**config.mk**
```make
export PLATFORM = sky130hd
export DESIGN_NAME = mem_access_unit
export DESIGN_NICKNAME = d
export VERILOG_FILES = /design/src/rtl/mem_access_unit_pkg.sv /design/src/rtl/mem_access_unit_ldst_align.sv /design/src/rtl/mem_access_unit.sv
export SDC_FILE = /design/constraint.sdc
export NUM_CORES = 1
export LEC_CHECK = 0
export ABC_AREA = 1
export BUFFER_PORTS_ARGS = -buffer_cell sky130_fd_sc_hd__buf_2
export CELL_PAD_IN_SITES_DETAIL_PLACEMENT = 1
export CELL_PAD_IN_SITES_GLOBAL_PLACEMENT = 2
export CORE_UTILIZATION = 27
export DETAILED_ROUTE_END_ITERATION = 8
export PLACE_DENSITY = 0.79
export SETUP_SLACK_MARGIN = 0.4
export SLEW_MARGIN = 20
export SYNTH_ARGS = -nofsm -noshare
export SYNTH_HDL_FRONTEND = slang
export SYNTH_HIERARCHICAL = 1
export SYNTH_SLANG_ARGS = --single-unit
export TNS_END_PERCENT = 50
```
**constraint.sdc**
```tcl
create_clock -name clk -period 1.7 [get_ports clk]
set_input_delay 0.34 -clock clk [delete_from_list [all_inputs] [get_ports clk]]
set_output_delay 0.34 -clock clk [all_outputs]
set_load 0.05 [all_outputs]
```
**src/rtl/mem_access_unit_pkg.sv**
```systemverilog
`default_nettype none
// ============================================================================
// Module      : mem_access_unit_pkg
// Description : Shared decode constants for the pipeline stages: load/store
//               funct3 encodings, opcode constants, memory-access FSM states
//               and access-size helpers.
// Revision    : 1.0 - initial release
// ============================================================================
package mem_access_unit_pkg;

    // Load/store funct3 encodings
    localparam logic [2:0] c_f3_b  = 3'b000;
    localparam logic [2:0] c_f3_h  = 3'b001;
    localparam logic [2:0] c_f3_w  = 3'b010;
    localparam logic [2:0] c_f3_bu = 3'b100;
    localparam logic [2:0] c_f3_hu = 3'b101;

    // Major opcodes seen by the decode stage
    localparam logic [6:0] c_opc_load  = 7'b0000011;
    localparam logic [6:0] c_opc_store = 7'b0100011;
    localparam logic [6:0] c_opc_op    = 7'b0110011;
    localparam logic [6:0] c_opc_opimm = 7'b0010011;

    // Memory-access stage FSM states
    typedef enum logic [0:0] {
        c_st_idle = 1'b0,
        c_st_busy = 1'b1
    } ma_state_e;

    // Access size after funct3 decode
    typedef enum logic [1:0] {
        c_sz_byte = 2'd0,
        c_sz_half = 2'd1,
        c_sz_word = 2'd2
    } ldst_size_e;

    // Unknown funct3 encodings fall back to a full word access
    function automatic ldst_size_e f_ldst_size(input logic [2:0] code);
        ldst_size_e sz;
        case (code)
            c_f3_b, c_f3_bu: sz = c_sz_byte;
            c_f3_h, c_f3_hu: sz = c_sz_half;
            default:         sz = c_sz_word;
        endcase
        return sz;
    endfunction

    // Only LB and LH sign-extend the loaded value
    function automatic logic f_ld_signed(input logic [2:0] code);
        return (code == c_f3_b) || (code == c_f3_h);
    endfunction

endpackage
`default_nettype wire

```
**src/rtl/mem_access_unit_ldst_align.sv**
```systemverilog
`default_nettype none
// ============================================================================
// Module      : ldst_align
// Description : Combinational lane logic for the memory-access stage: byte
//               enables, store-data lane replication, misalignment detection
//               and load-data lane extraction with sign/zero extension.
// Revision    : 1.0 - initial release
// ============================================================================
module ldst_align
    import mem_access_unit_pkg::*;
(
    input  logic [2:0]  i_code,       // funct3 of the incoming request
    input  logic [1:0]  i_adr_lo,     // byte offset of the incoming request
    input  logic [31:0] i_st_data,    // unaligned store data
    input  logic [2:0]  i_ld_code,    // funct3 of the outstanding load
    input  logic [1:0]  i_ld_adr_lo,  // byte offset of the outstanding load
    input  logic [31:0] i_rdata,      // raw memory read word
    output logic [3:0]  o_be,
    output logic [31:0] o_wdata,
    output logic        o_misalign,
    output logic [31:0] o_ld_data
);

    ldst_size_e  w_req_size;
    ldst_size_e  w_ld_size;
    logic        w_ld_signed;
    logic [7:0]  w_byte;
    logic [15:0] w_half;

    assign w_req_size  = f_ldst_size(i_code);
    assign w_ld_size   = f_ldst_size(i_ld_code);
    assign w_ld_signed = f_ld_signed(i_ld_code);

    // Request side: enables, replicated write data and alignment check
    always_comb begin
        o_be       = 4'b1111;
        o_wdata    = i_st_data;
        o_misalign = 1'b0;
        case (w_req_size)
            c_sz_byte: begin
                o_be    = 4'b0001 << i_adr_lo;
                o_wdata = {4{i_st_data[7:0]}};
            end
            c_sz_half: begin
                o_be       = i_adr_lo[1] ? 4'b1100 : 4'b0011;
                o_wdata    = {2{i_st_data[15:0]}};
                o_misalign = i_adr_lo[0];
            end
            default: begin
                o_be       = 4'b1111;
                o_wdata    = i_st_data;
                o_misalign = |i_adr_lo;
            end
        endcase
    end

    // Load side: pick the addressed lane and extend it to 32 bits
    always_comb begin
        case (i_ld_adr_lo)
            2'd0:    w_byte = i_rdata[7:0];
            2'd1:    w_byte = i_rdata[15:8];
            2'd2:    w_byte = i_rdata[23:16];
            default: w_byte = i_rdata[31:24];
        endcase
        w_half = i_ld_adr_lo[1] ? i_rdata[31:16] : i_rdata[15:0];
        case (w_ld_size)
            c_sz_byte: o_ld_data = w_ld_signed ? {{24{w_byte[7]}}, w_byte}
                                               : {24'b0, w_byte};
            c_sz_half: o_ld_data = w_ld_signed ? {{16{w_half[15]}}, w_half}
                                               : {16'b0, w_half};
            default:   o_ld_data = i_rdata;
        endcase
    end

endmodule
`default_nettype wire

```
**src/rtl/mem_access_unit.sv**
```systemverilog
`default_nettype none
// ============================================================================
// Module      : mem_access_unit
// Description : Pipeline memory-access stage. Passes ALU results to write-back,
//               issues aligned loads/stores to data memory with a
//               request/acknowledge handshake, and flags misaligned accesses.
// Revision    : 1.0 - initial release
// ============================================================================
module mem_access_unit
    import mem_access_unit_pkg::*;
#(
    parameter int DMEM_AW = 14
) (
    input  logic               clk,
    input  logic               rst_n,
    input  logic               cmd_ld_ma,
    input  logic               cmd_st_ma,
    input  logic               wbk_rd_reg_ma,
    input  logic [4:0]         rd_adr_ma,
    input  logic [31:0]        rd_data_ma,
    input  logic [31:0]        st_data_ma,
    input  logic [2:0]         ldst_code_ma,
    output logic               stall_ma,
    output logic               dmem_req,
    output logic               dmem_we,
    output logic [DMEM_AW-1:0] dmem_adr,
    output logic [3:0]         dmem_be,
    output logic [31:0]        dmem_wdata,
    input  logic [31:0]        dmem_rdata,
    input  logic               dmem_ack,
    output logic               wbk_rd_reg_wb,
    output logic [4:0]         rd_adr_wb,
    output logic [31:0]        rd_data_wb,
    output logic               ma_misalign
);

    ma_state_e          r_state_q,       w_state_d;
    logic               r_req_q,         w_req_d;
    logic               r_we_q,          w_we_d;
    logic [DMEM_AW-1:0] r_adr_q,         w_adr_d;
    logic [3:0]         r_be_q,          w_be_d;
    logic [31:0]        r_wdata_q,       w_wdata_d;
    logic [2:0]         r_ld_code_q,     w_ld_code_d;
    logic [1:0]         r_ld_adr_lo_q,   w_ld_adr_lo_d;
    logic [4:0]         r_rd_q,          w_rd_d;
    logic               r_wbk_q,         w_wbk_d;
    logic [4:0]         r_rd_adr_wb_q,   w_rd_adr_wb_d;
    logic [31:0]        r_rd_data_wb_q,  w_rd_data_wb_d;
    logic               r_misalign_q,    w_misalign_d;

    logic               w_is_mem;
    logic [3:0]         w_be;
    logic [31:0]        w_wdata;
    logic               w_misalign;
    logic [31:0]        w_ld_data;
    logic               w_unused_bits;

    // A simultaneous ld+st collapses to a store via the write-enable below
    assign w_is_mem = cmd_ld_ma | cmd_st_ma;

    // Address bits above the data-memory window are not decoded here
    assign w_unused_bits = &{1'b0, rd_data_ma[31:DMEM_AW+2]};

    ldst_align u_ldst_align (
        .i_code      (ldst_code_ma),
        .i_adr_lo    (rd_data_ma[1:0]),
        .i_st_data   (st_data_ma),
        .i_ld_code   (r_ld_code_q),
        .i_ld_adr_lo (r_ld_adr_lo_q),
        .i_rdata     (dmem_rdata),
        .o_be        (w_be),
        .o_wdata     (w_wdata),
        .o_misalign  (w_misalign),
        .o_ld_data   (w_ld_data)
    );

    // Next-state and next-output logic for the IDLE/BUSY handshake FSM
    always_comb begin
        w_state_d      = r_state_q;
        w_req_d        = r_req_q;
        w_we_d         = r_we_q;
        w_adr_d        = r_adr_q;
        w_be_d         = r_be_q;
        w_wdata_d      = r_wdata_q;
        w_ld_code_d    = r_ld_code_q;
        w_ld_adr_lo_d  = r_ld_adr_lo_q;
        w_rd_d         = r_rd_q;
        w_rd_adr_wb_d  = r_rd_adr_wb_q;
        w_rd_data_wb_d = r_rd_data_wb_q;
        w_wbk_d        = 1'b0;
        w_misalign_d   = 1'b0;
        case (r_state_q)
            c_st_idle: begin
                if (w_is_mem) begin
                    if (w_misalign) begin
                        // Dropped access: flag it, no request, no write-back
                        w_misalign_d = 1'b1;
                    end else begin
                        w_state_d     = c_st_busy;
                        w_req_d       = 1'b1;
                        w_we_d        = cmd_st_ma;
                        w_adr_d       = rd_data_ma[DMEM_AW+1:2];
                        w_be_d        = w_be;
                        w_wdata_d     = w_wdata;
                        w_ld_code_d   = ldst_code_ma;
                        w_ld_adr_lo_d = rd_data_ma[1:0];
                        w_rd_d        = rd_adr_ma;
                    end
                end else begin
                    w_rd_adr_wb_d  = rd_adr_ma;
                    w_rd_data_wb_d = rd_data_ma;
                    w_wbk_d        = wbk_rd_reg_ma & (|rd_adr_ma);
                end
            end
            c_st_busy: begin
                if (r_req_q && dmem_ack) begin
                    w_state_d = c_st_idle;
                    w_req_d   = 1'b0;
                    w_we_d    = 1'b0;
                    if (!r_we_q) begin
                        w_rd_adr_wb_d  = r_rd_q;
                        w_rd_data_wb_d = w_ld_data;
                        w_wbk_d        = |r_rd_q;
                    end
                end
            end
            default: begin
                w_state_d = c_st_idle;
                w_req_d   = 1'b0;
                w_we_d    = 1'b0;
            end
        endcase
    end

    // State and output registers; reset abandons any outstanding request
    always_ff @(posedge clk or negedge rst_n) begin
        if (!rst_n) begin
            r_state_q      <= c_st_idle;
            r_req_q        <= 1'b0;
            r_we_q         <= 1'b0;
            r_adr_q        <= '0;
            r_be_q         <= 4'b0;
            r_wdata_q      <= 32'b0;
            r_ld_code_q    <= 3'b0;
            r_ld_adr_lo_q  <= 2'b0;
            r_rd_q         <= 5'b0;
            r_wbk_q        <= 1'b0;
            r_rd_adr_wb_q  <= 5'b0;
            r_rd_data_wb_q <= 32'b0;
            r_misalign_q   <= 1'b0;
        end else begin
            r_state_q      <= w_state_d;
            r_req_q        <= w_req_d;
            r_we_q         <= w_we_d;
            r_adr_q        <= w_adr_d;
            r_be_q         <= w_be_d;
            r_wdata_q      <= w_wdata_d;
            r_ld_code_q    <= w_ld_code_d;
            r_ld_adr_lo_q  <= w_ld_adr_lo_d;
            r_rd_q         <= w_rd_d;
            r_wbk_q        <= w_wbk_d;
            r_rd_adr_wb_q  <= w_rd_adr_wb_d;
            r_rd_data_wb_q <= w_rd_data_wb_d;
            r_misalign_q   <= w_misalign_d;
        end
    end

    assign stall_ma      = (r_state_q == c_st_busy);
    assign dmem_req      = r_req_q;
    assign dmem_we       = r_we_q;
    assign dmem_adr      = r_adr_q;
    assign dmem_be       = r_be_q;
    assign dmem_wdata    = r_wdata_q;
    assign wbk_rd_reg_wb = r_wbk_q;
    assign rd_adr_wb     = r_rd_adr_wb_q;
    assign rd_data_wb    = r_rd_data_wb_q;
    assign ma_misalign   = r_misalign_q;

endmodule
`default_nettype wire

```
### After elaboration in Yosys (flattened, before gate mapping)

Cells that the tools add are included.

* output and inout bits: 92
* word-level logic and storage cells: 87
* bits of input ports: 110
* flip-flop bits (word level): 102

* shifts and indexed selects: 1
* reduce and logical (&&, ||, !) cells: 17
* muxes and demuxes: 37
* eq/ne operators: 15
* bitwise logic cells: 4

Operator list (number)
* 32-bit case mux with 2 select lines: 3
* 32-bit two-way mux: 5
* 8-bit case mux with 3 select lines: 1
* 16-bit two-way mux: 1
* 5-bit two-way mux: 3
* 1-bit two-way mux: 14
* 3-bit == test (second input constant): 4
* 1-bit case mux with 2 select lines: 5
* 5-bit case mux with 2 select lines: 1
* 2-bit OR reduction: 5
* 5-bit OR reduction: 2
* 3-bit AND reduction: 3
* 2-bit inequality test (second input constant): 4
* 2-bit case mux with 2 select lines: 2
* 4-bit case mux with 2 select lines: 1
* 2-bit by 1-bit == test with 1-bit output (second input constant): 3
* 3-bit by 1-bit == test with 1-bit output (second input constant): 2
* 2-bit zero test: 3
* 3-bit zero test: 2
* 4-bit two-way mux: 1
* 1-bit by 2-bit << shifter with 4-bit output (first input constant): 1
* 2-bit == test (second input constant): 1
* 2-bit by 1-bit inequality test with 1-bit output (second input constant): 1
* 1-bit NOT: 2
* 4 further kinds: 4

### Logic depth before layout (Yosys ltp)

Gate-level depths: netlist of the first run.

* depth after elaboration: 8
* depth in mapped cells: 10
* gate-level depth less buffers: 9

### Hierarchy

The synthesis of the first run kept the hierarchy.

By module, submodules not included
* mem_access_unit: times used 1, seq. area each 2552.4 µm², cells each 547, area each 4475.5 µm²
* ldst_align: times used 1, seq. area each 0.0 µm², cells each 232, area each 1114.8 µm²

### Least setup slack after synthesis of the first run

Ideal clock, no wire load.

* kind: input -> register
* start point: in ldst_code_ma[1]
* end point: reg r_wdata_q[10], in the netlist dmem_wdata[10]
* path slack: -32 ps
* stages: 10
* arrival: 1602 ps
* setup time: 131 ps
* buffers on the path: 4
* required time: 1569 ps
* path through: buf_2 nor2_2 buf_2 o22ai_1 nor2_2 o21ai_2 buf_4 buf_2 nand2_1 o21ai_0

* cells in the longest elaborated chain, start to end: 7
* elaborated cells on any way between the ends: 13
* those cells by class: eq/ne: 4; mux: 3; bitwise: 1; reduce/logical: 5

RTL lines
* start, declared: RTL line mem_access_unit.sv:22 `input logic [2:0] ldst_code_ma,`
* 3-bit by 1-bit == test with 1-bit output (tied with other cells): RTL line mem_access_unit_pkg.sv:40 `case (code)`
* 2-bit OR reduction: RTL line mem_access_unit_pkg.sv:40
* 2-bit case mux with 2 select lines *: RTL line mem_access_unit_pkg.sv:40
* 2-bit by 1-bit == test with 1-bit output or 2-bit zero test (tied branches): RTL line mem_access_unit_ldst_align.sv:39 `case (w_req_size)`
* 1-bit case mux with 2 select lines *: RTL line mem_access_unit_ldst_align.sv:39
* net w_misalign: RTL line mem_access_unit.sv:54 `logic w_misalign;`
* 1-bit NOT (no line) *
* 3-bit AND reduction (no line) *
* end signal, assigned: RTL line mem_access_unit.sv:157 `r_wdata_q <= w_wdata_d;`
* end, declared: RTL line mem_access_unit.sv:42 `logic [31:0] r_wdata_q, w_wdata_d;`

Mark *: on every way through the listed nets, which the timed path passes. The rest lies on a longest branch.
A chain may end at the register's enable or synchronous reset.

### Worst setup path after layout of the first run

* start point: reg r_state_q, in the netlist stall_ma
* end point: reg r_wdata_q[16], in the netlist dmem_wdata[16]

* cells in the longest elaborated chain, start to end: 2

RTL lines
* start, declared: RTL line mem_access_unit.sv:37 `ma_state_e r_state_q, w_state_d;`
* start signal, assigned: RTL line mem_access_unit.sv:138 `r_state_q <= c_st_idle;`
* start signal, assigned: RTL line mem_access_unit.sv:152 `r_state_q <= w_state_d;`
* 1-bit NOT (no line)
* 3-bit AND reduction (no line)

Every way passes these cells.

==> results of run 1 <==
-- worst min path at each step --
stage | start | endpoint | slack [ns] | cells after the start
after detailed placement | rst_n | rd_data_wb[13] | 0.17 | 1
after CTS | ldst_code_ma[2] | r_ld_code_q[2] | 0.21 | 3
final | ldst_code_ma[2] | r_ld_code_q[2] | 0.21 | 3
after global placement | rst_n | rd_data_wb[13] | 0.17 | 1
after floorplan | rst_n | dmem_adr[0] | 0.04 | 0
after global routing | ldst_code_ma[2] | r_ld_code_q[2] | 0.22 | 3
-- kinds of logic (layout without fill, tap and decap cells) --
group	count (synthesis)	after routing	synth area share [%]
buffers and inverters	132	371	11.1
other	0	1	0
AND/OR/NAND/NOR	427	432	31.9
flip-flops	102	102	45.7
AO/OA/AOI/OAI	118	118	11.3
-- layer usage --
| metal | vias up | track usage (%) | share of wire (%) | wire, um |
|---|---|---|---|---|
| met3 | 22 | 4.70 | 6.8 | 1680 |
| met1 | 2972 | 26.1 | 42 | 10300 |
| met5 | - | 0 | 0 | 0 |
| li1 | 2938 | - | - | - |
| met4 | 0 | 5.58 | 1.6 | 382 |
| met2 | 211 | 36.9 | 50 | 12300 |
-- through the flow --
step / instances / instance area, um2
6_report: 1294 / 8730
5_1_grt: 1293 / 8730
4_1_cts: 1261 / 7720
3_5_place_dp: 1224 / 6920
3_3_place_gp: 1224 / 6920
2_1_floorplan: 779 / 5670
-- layout make-up --
type / count / area share [%]
multi-input cells: 550 / 34.5
clock inverters: 5 / 0.960
flip-flops and latches: 102 / 29.3
clock buffers: 11 / 2.78
repair buffers: 277 / 25.2
well taps: 270 / 3.87
diodes: 1 / 0.0286
inverters: 78 / 3.44
-- tightest hold or removal path, delay by kind of cell --
kind,cells,cell delay [ns]
buffers and inverters,2,0.14
AO/OA/AOI/OAI,1,0.05
-- flip-flops by register name (all words and copies together) (netlist names) --
register       cells
r_ld_code_q        3
wbk_rd_reg_wb      1
dmem_req           1
r_ld_adr_lo_q      2
dmem_adr          14
rd_adr_wb          5
rd_data_wb        32
dmem_be            4
ma_misalign        1
r_rd_q             5
stall_ma           1
dmem_we            1
dmem_wdata        32
-- power groups by stage --
stage	Clock, mW	Sequential, mW	Combinational (mW)
floorplan	0	7.72	3.34
detailed placement	0	4.28	9.26
global route	2.47	4.64	12.6
CTS	2.41	4.29	10.3
global placement	0	4.27	9.14
finish	2.34	4.49	11.8
-- placed cells by master, fill, tap and decap left out, types with 2 or more instances in the layout --
| cell type | instances |
|---|---|
| sky130_fd_sc_hd__buf_12 | 14 |
| sky130_fd_sc_hd__buf_16 | 7 |
| sky130_fd_sc_hd__buf_2 | 188 |
| sky130_fd_sc_hd__buf_4 | 30 |
| sky130_fd_sc_hd__buf_6 | 26 |
| sky130_fd_sc_hd__buf_8 | 2 |
| sky130_fd_sc_hd__bufinv_16 | 2 |
| sky130_fd_sc_hd__clkbuf_16 | 18 |
| sky130_fd_sc_hd__clkinvlp_4 | 2 |
| sky130_fd_sc_hd__dfrtp_1 | 98 |
| sky130_fd_sc_hd__dfrtp_2 | 4 |
| sky130_fd_sc_hd__inv_1 | 74 |
| sky130_fd_sc_hd__inv_2 | 3 |
| sky130_fd_sc_hd__nand2_1 | 268 |
| sky130_fd_sc_hd__nand2_2 | 35 |
| sky130_fd_sc_hd__nand2_4 | 28 |
| sky130_fd_sc_hd__nand2_8 | 5 |
| sky130_fd_sc_hd__nand3_1 | 67 |
| sky130_fd_sc_hd__nand3_2 | 4 |
| sky130_fd_sc_hd__nor2_1 | 8 |
| sky130_fd_sc_hd__nor2_2 | 2 |
| sky130_fd_sc_hd__nor2_4 | 3 |
| sky130_fd_sc_hd__o211ai_1 | 14 |
| sky130_fd_sc_hd__o21ai_0 | 27 |
| sky130_fd_sc_hd__o21ai_1 | 41 |
| sky130_fd_sc_hd__o21ai_2 | 30 |
| sky130_fd_sc_hd__o21ai_4 | 4 |
| sky130_fd_sc_hd__or2_4 | 6 |
-- timing repair --
action	CTS	global route
endpoints found under the hold margin	4	0
pin swaps	18	11
hold buffers	1	0
gates cloned	8	15
resized for setup	57	164
setup buffers	12	17
setup endpoints to repair	189	191
==> summary by stage, run 1 <==
Status
The run finished with clean final reports.

Timing
Across all hold checks on the routed design, the worst slack comes to 0.212 ns. The ratio of final minimum period to clock period is 87.0%. The number of hold violations in the final report was 0.

The final critical-path setup slack is 0.221 ns. The number of max-slew violations in the final report is 0. In this run the tightest slew margin relative to its limit is between 70% and 80%. For the final routed database, the setup TNS stands at 0 ns. At the pin with the least slew margin, the transition time is 0.433 ns. The number of setup violations in the final report is 0. Setup repair after global routing could not meet its margin everywhere. The final critical-path required period is 1.48 ns. The maximum clock frequency is 0.676 GHz. The clock skew is 0.00654 ns.

Route
In the final routed layout, each cell accounts on average for 19.0 um. The number of vias per cell is between 4 and 5. The number of antenna-violating nets in the routed design is 0. The detailed router's first-iteration violation count is between 200 and 250.

The number of DRC violations after detailed routing is 0. The total number of vias is 6143. The first TritonRoute pass finished after 4 iterations. Wires add up to around 25000 um.

Synth
The count of flip-flops with a built-in enable after synthesis is 0. Among all flip-flop cells after synthesis, the most frequent one is sky130_fd_sc_hd__dfrtp_1. The async set or reset register ratio after synthesis is 100%. Among all cell types in the netlist, the one instantiated most often is sky130_fd_sc_hd__nand2_1. The synthesized flop and latch total is just over 100.

The cell count after synthesis came out at approximately 780. The number of nets in the synthesized netlist is just under 900. The synthesized netlist occupies a cell area of 0.00559 mm2.

In the synthesized netlist, the cells that appear most often are sky130_fd_sc_hd__nand2_1, sky130_fd_sc_hd__dfrtp_1, sky130_fd_sc_hd__o21ai_0. The number of distinct library cells after synthesis is 27. The share of Yosys cell area claimed by the top area cell type is 45.7%. Yosys attributes the largest share of cell area to sky130_fd_sc_hd__dfrtp_1, sky130_fd_sc_hd__nand2_1, sky130_fd_sc_hd__o21ai_0, sky130_fd_sc_hd__nand3_1, sky130_fd_sc_hd__inv_1. The synthesized design spends more area on one cell type than any other, namely sky130_fd_sc_hd__dfrtp_1. The Yosys warning count is 6.

For this run, the register share of the synthesized area comes to 45.7%. Each instance of the synthesized netlist takes up on average 7.18 um2.

Critical path
The endpoint type of the worst setup path is a flop. The category of the worst setup path launch point is a flop. Following the worst setup path forward leads to its endpoint at dmem_wdata[16].

The startpoint identified for the worst register-to-register timing path is stall_ma. On the critical path the largest part of the delay comes from buffers and inverters. The setup slack of the most critical reg-to-reg path is 0.22 ns. Counting both buffers and inverters, the worst setup path holds a total of 4. The largest single stage delay on the critical path is 0.43 ns. The critical-path maximum fanout is 7. The critical path is of the reg2reg type. The endpoint identified for the worst register-to-register timing path is dmem_wdata[16]. The logic depth of the worst path, buffers included is 8. The largest individual stage delay along the critical path comes from the cell sky130_fd_sc_hd__dfrtp_2. The launch point of the worst path is stall_ma. Walking the worst path, the cells encountered are buf_12 > buf_6 > nor2_4 > o21ai_4 > buf_12 > clkbuf_16 > nand2_2 > o21ai_1. Counting stages on the worst path, the most repeated cell is sky130_fd_sc_hd__buf_12. Data arrives at the worst endpoint at 1.73 ns.

The number of cells on the worst reg-to-reg path is 8. At the worst endpoint, the required time is 1.95 ns.

Cells and area
The filler cell count in the final layout is 2475. The layout-stage area growth over the synthesis result is 56.2%. Cells fill 43.2% of the core in the end. The proportion of layout cells with a drive suffix above 1 is a little over 40%. In the final layout, the multi-input gates occupy 0.00301 mm2. Registers take ~0.0026 mm2. The layout net count is 1128.

Floorplan
The height of the die is 146 um. The area of the core region is 0.0202 mm2. The die is 146 um wide. During I/O placement, the number of pins put on the boundary was 202. The floorplan has 52 rows. The die area is 0.0213 mm2. For this configuration, the core starts out at a cell density of 27.6%.

Pwr
The largest voltage drop on the vdd net is between 0.8 and 0.9 mV. The share of total power consumed by net switching is 52.3%. For this design the ratio of total power to cell area is 2130 mW/mm2. Sequential cells burn 24.1% of the power.

The share of power burned in combinational logic is a little over three fifths. The overall power consumption is around 19 mW. The internal power of the cells totals approximately 8.9 mW. For this design the total switching power over the nets is 9.74 mW. Of the total power, the clock network draws roughly 13%. The standby leakage power is 4.77 nW.

Global routing
The via count of the first global-routing pass is 6167. The maximum number of pins on one net before global-route repair is 49. Global routing used a little over a fifth of the available tracks.

The first global-routing pass estimated 34500 um of wire. For this run the aggregate overflow at the end of global routing stands at 0. The initial antenna violation count is 2.

Hold path
The path type of the worst min-delay path is in2reg.

Clock tree
The clock tree from TritonCTS is done. The number of clock buffers added by TritonCTS is 9. After clock tree synthesis, the clock-pin slew on the worst setup and hold paths is 0.08 ns.

The number of levels the H-tree was split into is 3. The sink count of the clock tree is ~100. The maximum buffer depth of the clock tree is 2. The later pin in the worst-skew pair is clocked with a latency of 0.36 ns. Clock tree synthesis selected as its root buffer the cell sky130_fd_sc_hd__clkbuf_16.

Placement
Summed over all nets, the half-perimeter wirelength after detailed placement is approximately 15000 um. Prior to clock tree synthesis, the placed netlist has a worst setup slack of 0.123 ns. The placer's final routability congestion estimate is 0.813.

The count of input and output buffers is roughly 200.

Run
Across the run, the number of max-cap violations was 0.
No activity file was read; power rests on OpenSTA's default activity.
==> run 2: changes to the inputs <==
==> constraint.sdc (replaced) <==
create_clock -name clk -period 1.4 [get_ports clk]
set_input_delay 0.28 -clock clk [delete_from_list [all_inputs] [get_ports clk]]
set_output_delay 0.28 -clock clk [all_outputs]
set_load 0.02 [all_outputs]
==> summary by stage, run 2 (same netlist as run 1, synthesis figures left out) <==
Cells and area
The antenna diode instance count is 0 (-1). The layout-stage area growth over the synthesis result is 70.5%. The final instance area is 0.00953 mm2 (+9.1%). The sequential standard cell area is 0.00256 mm2 (unchanged). The area used by multi-input combinational logic is 0.00324 mm2 (+7.6%). The proportion of layout cells with a drive suffix above 1 came to 45.7% (+4.6 points). The filler cell count in the final layout is 2382 (-3.8%). The non-filler instance count after layout is 1304 (+0.77%).

The most common library cell in the layout ignoring fill and taps is sky130_fd_sc_hd__nand2_1. The layout net count is 1139 (+0.98%). The final design utilization was 47.1% (+3.9 points).

Leaving out fill and tap cells, the most frequent cells in the layout are sky130_fd_sc_hd__nand2_1, sky130_fd_sc_hd__buf_2, sky130_fd_sc_hd__buf_6.

Clock tree
The CTS root buffer is sky130_fd_sc_hd__clkbuf_16. The clock tree from TritonCTS is done. The maximum buffer depth of the clock tree is 2 (unchanged).

The sink count of the clock tree is 102 (unchanged). The total CTS buffers is 9 (unchanged). The clock-pin slew reported for the worst setup and hold paths after clock tree synthesis is 0.07 ns (about the same).

The source-to-sink clock delay at the later pin of the worst-skew pair was 0.35 ns (about the same). The number of levels the H-tree was split into was 3 (unchanged).

Run
The number of max-cap violations is 0 (unchanged).

Timing
The final critical-path setup slack is -0.148 ns (-0.368 ns). The maximum clock frequency is 0.646 GHz (-4.4%). The number of hold violations in the final report is 0 (unchanged). The worst slew margin relative to its limit is 68.9% (-2.1 points). Setup repair after global routing could not meet its margin everywhere. The number of max-slew violations in the final report was 0 (unchanged). The setup TNS is -2.72 ns (-2.72 ns). The number of setup violations in the final report is 35 (+35). The clock skew is 0.00794 ns (+0.00140 ns).

The transition time of the tightest slew-check pin came to 0.465 ns (+0.0316 ns). The ratio of final minimum period to clock period is 111% (+24 points). The final critical-path required period is 1.55 ns (+0.0682 ns).

Placement
The post-detailed-placement cell area is 0.00707 mm2 (+2.1%). The half-perimeter wire length after detailed placement came to 15300 um (+0.32%). The count of input and output buffers is 201 (unchanged). The instance count after placement with tap cells included is 1242 (+1.5%). The placer's final routability congestion estimate came to 0.835 (+2.8%).

Floorplan
The top-level port count is 202 (unchanged). The number of rows in the core area was 52 (unchanged). The area of the core region is 0.0202 mm2 (unchanged). The initial cell density of the core was 27.6% (unchanged). The width of the chip is 146 um (unchanged). The die area is 0.0213 mm2 (unchanged).

The height of the die is 146 um (unchanged).

Critical path
The critical-path maximum fanout came to 8 (+1). The data arrival time at the worst-slack endpoint was 1.79 ns (+0.06 ns). The critical path goes through nand2_2 > nand3_4 > nand4_4 > buf_12 > buf_8 > nand3_1 > nand2_1 > nand2_1 > nand2_1 > nand2_1.

The required time of the critical path is 1.64 ns (-0.31 ns). The cell seen most often among critical-path stages is sky130_fd_sc_hd__nand2_1. The endpoint type of the worst setup path is a flop.

The setup path with the least slack is of type reg2reg. The slowest stage of the critical path belongs to the cell sky130_fd_sc_hd__dfrtp_2. The worst setup path is launched from a flop. The peak per-stage delay on the critical path is 0.47 ns (+0.04 ns).

Route
The detailed router's first-iteration violation count is 256 (+3.6%). The number of DRC violations after detailed routing is 0 (unchanged). The post-detailed-route wirelength per cell came to 18.1 um (-4.9%).

The number of vias per cell came to 4.77 (+0.49%). The number of optimization iterations in the first detailed-route pass came to 4 (unchanged). The total number of vias is 6221 (+1.3%).

The wire length after detailed routing is 23600 um (-4.2%). The number of antenna-violating nets in the routed design is 0 (unchanged).

Status
The flow ran to the end, but the final reports show violations. The final reports fail on setup timing.

Global routing
The wire length of the first global-routing pass is 35800 um (+3.9%). The via count of the first global-routing pass is 6449 (+4.6%). The maximum number of pins on one net before global-route repair is 52 (+6.1%). The initial antenna violation count is 2 (unchanged).

The total routing usage reported by global routing came to 21.6% (+0.46 points). The total congestion overflow after global routing came to 0 (unchanged).

Pwr
The standby leakage power is 5.08 nW (+6.4%). The cell area power density is 2260 mW/mm2 (+5.8%). The largest voltage drop on the vdd net is 0.895 mV (+4.3%).

Hold path
The path type of the worst min-delay path is in2reg.
-- run 2: changes by cell type in the layout (fill, tap and decap cells not counted), moves of 9 or more --
cell                      change
sky130_fd_sc_hd__nand2_1     -19
sky130_fd_sc_hd__nand3_2     +20
sky130_fd_sc_hd__nand3_1     -23
sky130_fd_sc_hd__nand2_4     +11
sky130_fd_sc_hd__buf_6       +80
sky130_fd_sc_hd__buf_4        +9
sky130_fd_sc_hd__buf_2       -80
-- run 2: per-stage QoR --
| stage | hold slack (ns) | power, mW | setup WS, ns |
|---|---|---|---|
| after global routing | 0.177 | 22.9 | -0.228 |
| after detailed placement | 0.109 | 13.8 | -0.141 |
| after CTS | 0.145 | 20.4 | -0.0956 |
| after global placement | 0.109 | 13.7 | -0.126 |
| final | 0.172 | 21.5 | -0.148 |
| after floorplan | -0.0156 | 10.7 | -0.0368 |
-- run 2: per-layer routing --
metal | share of wire [%] | up-vias | routed length, um | global-route usage [%]
met3 | 8.0 | 38 | 1890 | 6.14
met2 | 47 | 217 | 11100 | 34.6
met5 | 0.13 | - | 31 | 0
met1 | 42 | 3006 | 10000 | 28.2
li1 | - | 2956 | - | -
met4 | 2.3 | 4 | 546 | 6.42
-- run 2: cell type report --
type	count	area share [%]
multi-input combinational	550	34.0
timing repair buffer	288	29.2
sequential	102	26.8
tap	270	3.54
inverter	78	3.20
clock buffer	10	2.51
clock inverter	6	0.735
-- run 2: power breakdown --
group          switching, mW  leakage, nW  internal, mW
Sequential              1.43         1.27          4.33
Combinational           6.80         3.66          6.28
Clock                   1.23        0.147          1.45
Total                   9.46         5.08          12.1
-- run 2: worst max-delay path: cells and delay by family (launching register included) --
kind / cells / cell delay (ns)
AND/OR/NAND/NOR: 8 / 0.69
flip-flops: 1 / 0.47
buffers and inverters: 2 / 0.27
-- run 2: final timing paths --
kind | from | end | slack, ns | cells after the start
min in group asynchronous | rst_n | rd_data_wb[10] | 0.30 | 2
max | r_ld_adr_lo_q[1] | rd_data_wb[24] | -0.15 | 10
max reg2reg | r_ld_adr_lo_q[1] | rd_data_wb[24] | -0.15 | 10
min reg2reg | dmem_wdata[8] | dmem_wdata[8] | 0.52 | 2
max in group asynchronous | rst_n | r_ld_adr_lo_q[1] | 0.58 | 3
min | ldst_code_ma[2] | r_ld_code_q[2] | 0.17 | 3
-- run 2: timing repair --
item,in CTS,in global routing
hold buffers,1,0
hold endpoints to repair,48,0
resized for setup,347,93
pin swaps,45,30
endpoints found under the setup margin,193,194
buffers inserted,14,10
gates cloned,14,7
==> run 3: changes to the inputs <==
TNS_END_PERCENT = 30   (was 50)
==> summary by stage, run 3 (same netlist as run 1, synthesis figures left out) <==
Route
The detailed router's first-iteration violation count came to 257 (+0.39%). The number of vias per cell is 4.75 (-0.38%). The post-detailed-route wirelength per cell is 17.6 um (-2.7%). The number of optimization iterations in the first detailed-route pass came to 4 (unchanged). The number of DRC violations after detailed routing is 0 (unchanged). The total number of vias is 6107 (-1.8%). The wire length after detailed routing is 22600 um (-4.1%). The number of antenna-violating nets in the routed design came to 0 (unchanged).

Pwr
The design internal power came to 11.5 mW (-4.3%). The share of total power consumed by net switching is 44.3% (+0.31 points). The standby leakage power is 4.86 nW (-4.3%).

The clock network power share is 13.0% (+0.5 points). The cell area power density is 2270 mW/mm2 (+0.53%). The share of power burned in combinational logic came to 59.2% (-1.6 points).

The portion of total power attributed to sequential cells came to 27.8% (+1.0 points). The largest voltage drop on the vdd net is 0.869 mV (-2.8%). The power spent charging and discharging nets is 9.17 mW (-3.1%). The overall power consumption was 20.7 mW (-3.8%).

Timing
The transition time of the tightest slew-check pin is 0.401 ns (-0.0641 ns). The maximum clock frequency is 0.650 GHz (+0.54%). The final critical-path required period is 1.54 ns (-0.00833 ns). The final critical-path setup slack is -0.139 ns (+0.00834 ns). The worst slew margin relative to its limit is 73.2% (+4.3 points). The number of hold violations in the final report is 0 (unchanged). Setup repair after global routing could not meet its margin everywhere.

The number of max-slew violations in the final report is 0 (unchanged). The clock skew was 0.00721 ns (-0.000734 ns). The number of setup violations in the final report came to 31 (-11%).

The ratio of final minimum period to clock period is 110% (-0.60 points).

Global routing
The wire length of the first global-routing pass is 35000 um (-2.2%). The total routing usage reported by global routing is 21.1% (-0.54 points). The maximum number of pins on one net before global-route repair was 52 (unchanged). The initial antenna violation count is 2 (unchanged).

The total congestion overflow after global routing is 0 (unchanged). The via count of the first global-routing pass is 6333 (-1.8%).

Floorplan
The area of the core region was 0.0202 mm2 (unchanged). The height of the die was 146 um (unchanged). The top-level port count is 202 (unchanged). The width of the chip was 146 um (unchanged). The initial cell density of the core is 27.6% (unchanged). The number of rows in the core area was 52 (unchanged). The die area is 0.0213 mm2 (unchanged).

Clock tree
The maximum buffer depth of the clock tree is 2 (unchanged). TritonCTS built the clock tree. The number of levels the H-tree was split into was 3 (unchanged). The total CTS buffers came to 9 (unchanged).

The source-to-sink clock delay at the later pin of the worst-skew pair is 0.35 ns (about the same). In this run the clock root is driven by a sky130_fd_sc_hd__clkbuf_16. The sink count of the clock tree is 102 (unchanged). The clock-pin slew reported for the worst setup and hold paths after clock tree synthesis is 0.08 ns (about the same).

Status
The checks that failed: setup timing. The flow ran to the end, but the final reports show violations.

Critical path
The number of cells on the worst reg-to-reg path was 11 (+1). The buffer and inverter count on the worst path is 3 (+1). Following the worst setup path forward leads to its endpoint at rd_data_wb[8].

The cell seen most often among critical-path stages is sky130_fd_sc_hd__nand2_1. The endpoint type of the worst setup path is a flop. The logic depth of the worst path, buffers included was 11 (+1).

The critical path class is reg2reg. The required time of the critical path is 1.64 ns (about the same). The peak per-stage delay on the critical path is 0.45 ns (-0.02 ns). The source of the worst register-to-register timing path is r_ld_adr_lo_q[1]. The worst setup path is launched from a flop.

The critical path starts at r_ld_adr_lo_q[1]. The data arrival time at the worst-slack endpoint is 1.78 ns (about the same). In this design, the largest share of critical-path delay is due to simple AND/OR/NAND/NOR gates.

The critical-path maximum fanout is 14 (+6). The reg-to-reg critical path endpoint is rd_data_wb[8]. The setup slack of the most critical reg-to-reg path is -0.14 ns (about the same). Traced cell by cell, the critical path runs through inv_4 > buf_4 > buf_12 > nand2_1 > nand2_1 > nand2_1 > nand3_1 > nand2_1 > o21ai_0 > nand2_1 > nand2_1. Among all stages on the critical path, the largest delay is contributed by sky130_fd_sc_hd__dfrtp_2.

Cells and area
The most common library cell in the layout ignoring fill and taps is sky130_fd_sc_hd__nand2_1. The area used by multi-input combinational logic is 0.00318 mm2 (-2.1%). The sequential standard cell area came to 0.00256 mm2 (unchanged). The filler cell count in the final layout was 2426 (+1.8%). From synthesis to final layout, the design area changed by 63.2%. The top cell types in the final layout, fill and taps aside, are sky130_fd_sc_hd__nand2_1, sky130_fd_sc_hd__buf_2, sky130_fd_sc_hd__buf_6. The proportion of layout cells with a drive suffix above 1 is 44.1% (-1.6 points). The antenna diode instance count is 0 (unchanged). The final design utilization was 45.1% (-2.0 points). The layout net count is 1120 (-1.7%). The final instance area came to 0.00912 mm2 (-4.3%).

Placement
The post-detailed-placement cell area is 0.00707 mm2 (unchanged). The count of input and output buffers is 201 (unchanged). The placer's final routability congestion estimate is 0.835 (unchanged). The half-perimeter wire length after detailed placement is 15300 um (unchanged).

Hold path
The path type of the worst min-delay path is in2reg. The cell depth of the worst hold path is 3 (unchanged).

Run
The number of max-cap violations is 0 (unchanged).
run 3: cell types whose count changed in the layout (fill, tap and decap cells not counted), sizes merged:
cell,before,now
buf,280,264
o21ai,104,105
clkbuf,16,14
nand2,334,332
run 3: power by group through the flow:
stage | Clock, mW | Sequential, mW | Combinational (mW)
2_1_floorplan | 0 | 6.60 | 4.06
3_5_place_dp | 0 | 5.19 | 8.64
3_3_place_gp | 0 | 5.16 | 8.51
4_1_cts | 2.78 | 5.62 | 11.5
5_1_grt | 2.89 | 5.96 | 13.2
6_report | 2.69 | 5.76 | 12.3
run 3: worst min-delay path by stage:
stage | to | startpoint | slack (ns)
5_1_grt | r_ld_code_q[2] | ldst_code_ma[2] | 0.18
2_1_floorplan | dmem_adr[0] | rst_n | -0.02
4_1_cts | r_ld_code_q[2] | ldst_code_ma[2] | 0.15
6_report | r_ld_code_q[2] | ldst_code_ma[2] | 0.17
3_5_place_dp | dmem_adr[9] | rst_n | 0.11
3_3_place_gp | dmem_adr[9] | rst_n | 0.11
run 3: metal layers:
metal / vias up / GRT usage (%) / part of all wire (%)
li1: 2919 / - / -
met1: 2959 / 27.4 / 44
met2: 194 / 33.8 / 46
met3: 31 / 6.21 / 7.4
met4: 4 / 5.89 / 1.9
met5: - / 0 / 0.12
run 3: tightest hold or removal path, stage by stage:
cell                      delay, ns
sky130_fd_sc_hd__buf_2         0.09
sky130_fd_sc_hd__inv_1         0.06
sky130_fd_sc_hd__o21ai_2       0.05
run 3: per-stage QoR:
step	hold slack, ns	instances	setup TNS (ns)	setup slack, ns
after floorplan	-0.0156	779	-1.97	-0.0368
after global placement	0.109	1242	-6.22	-0.126
after detailed placement	0.109	1242	-8.29	-0.141
after CTS	0.148	1277	-1.90	-0.0956
after global routing	0.176	1285	-5.48	-0.208
final	0.167	1285	-2.57	-0.139
run 3: what timing repair did:
item                                   CTS  global route
endpoints found under the hold margin   48             0
pin swaps                               54            34
setup endpoints to repair              193           194
cloned                                   9             5
gates resized for setup                322            94
hold buffers                             1             0
buffers inserted                         9             3
run 3: area by class of cell:
type / count / share of cell area [%]
Multi-Input combinational cell: 549 / 34.8
Sequential cell: 102 / 28.0
Tap cell: 270 / 3.70
Clock inverter: 6 / 0.768
Timing Repair Buffer: 270 / 26.8
Inverter: 78 / 3.29
Clock buffer: 10 / 2.62
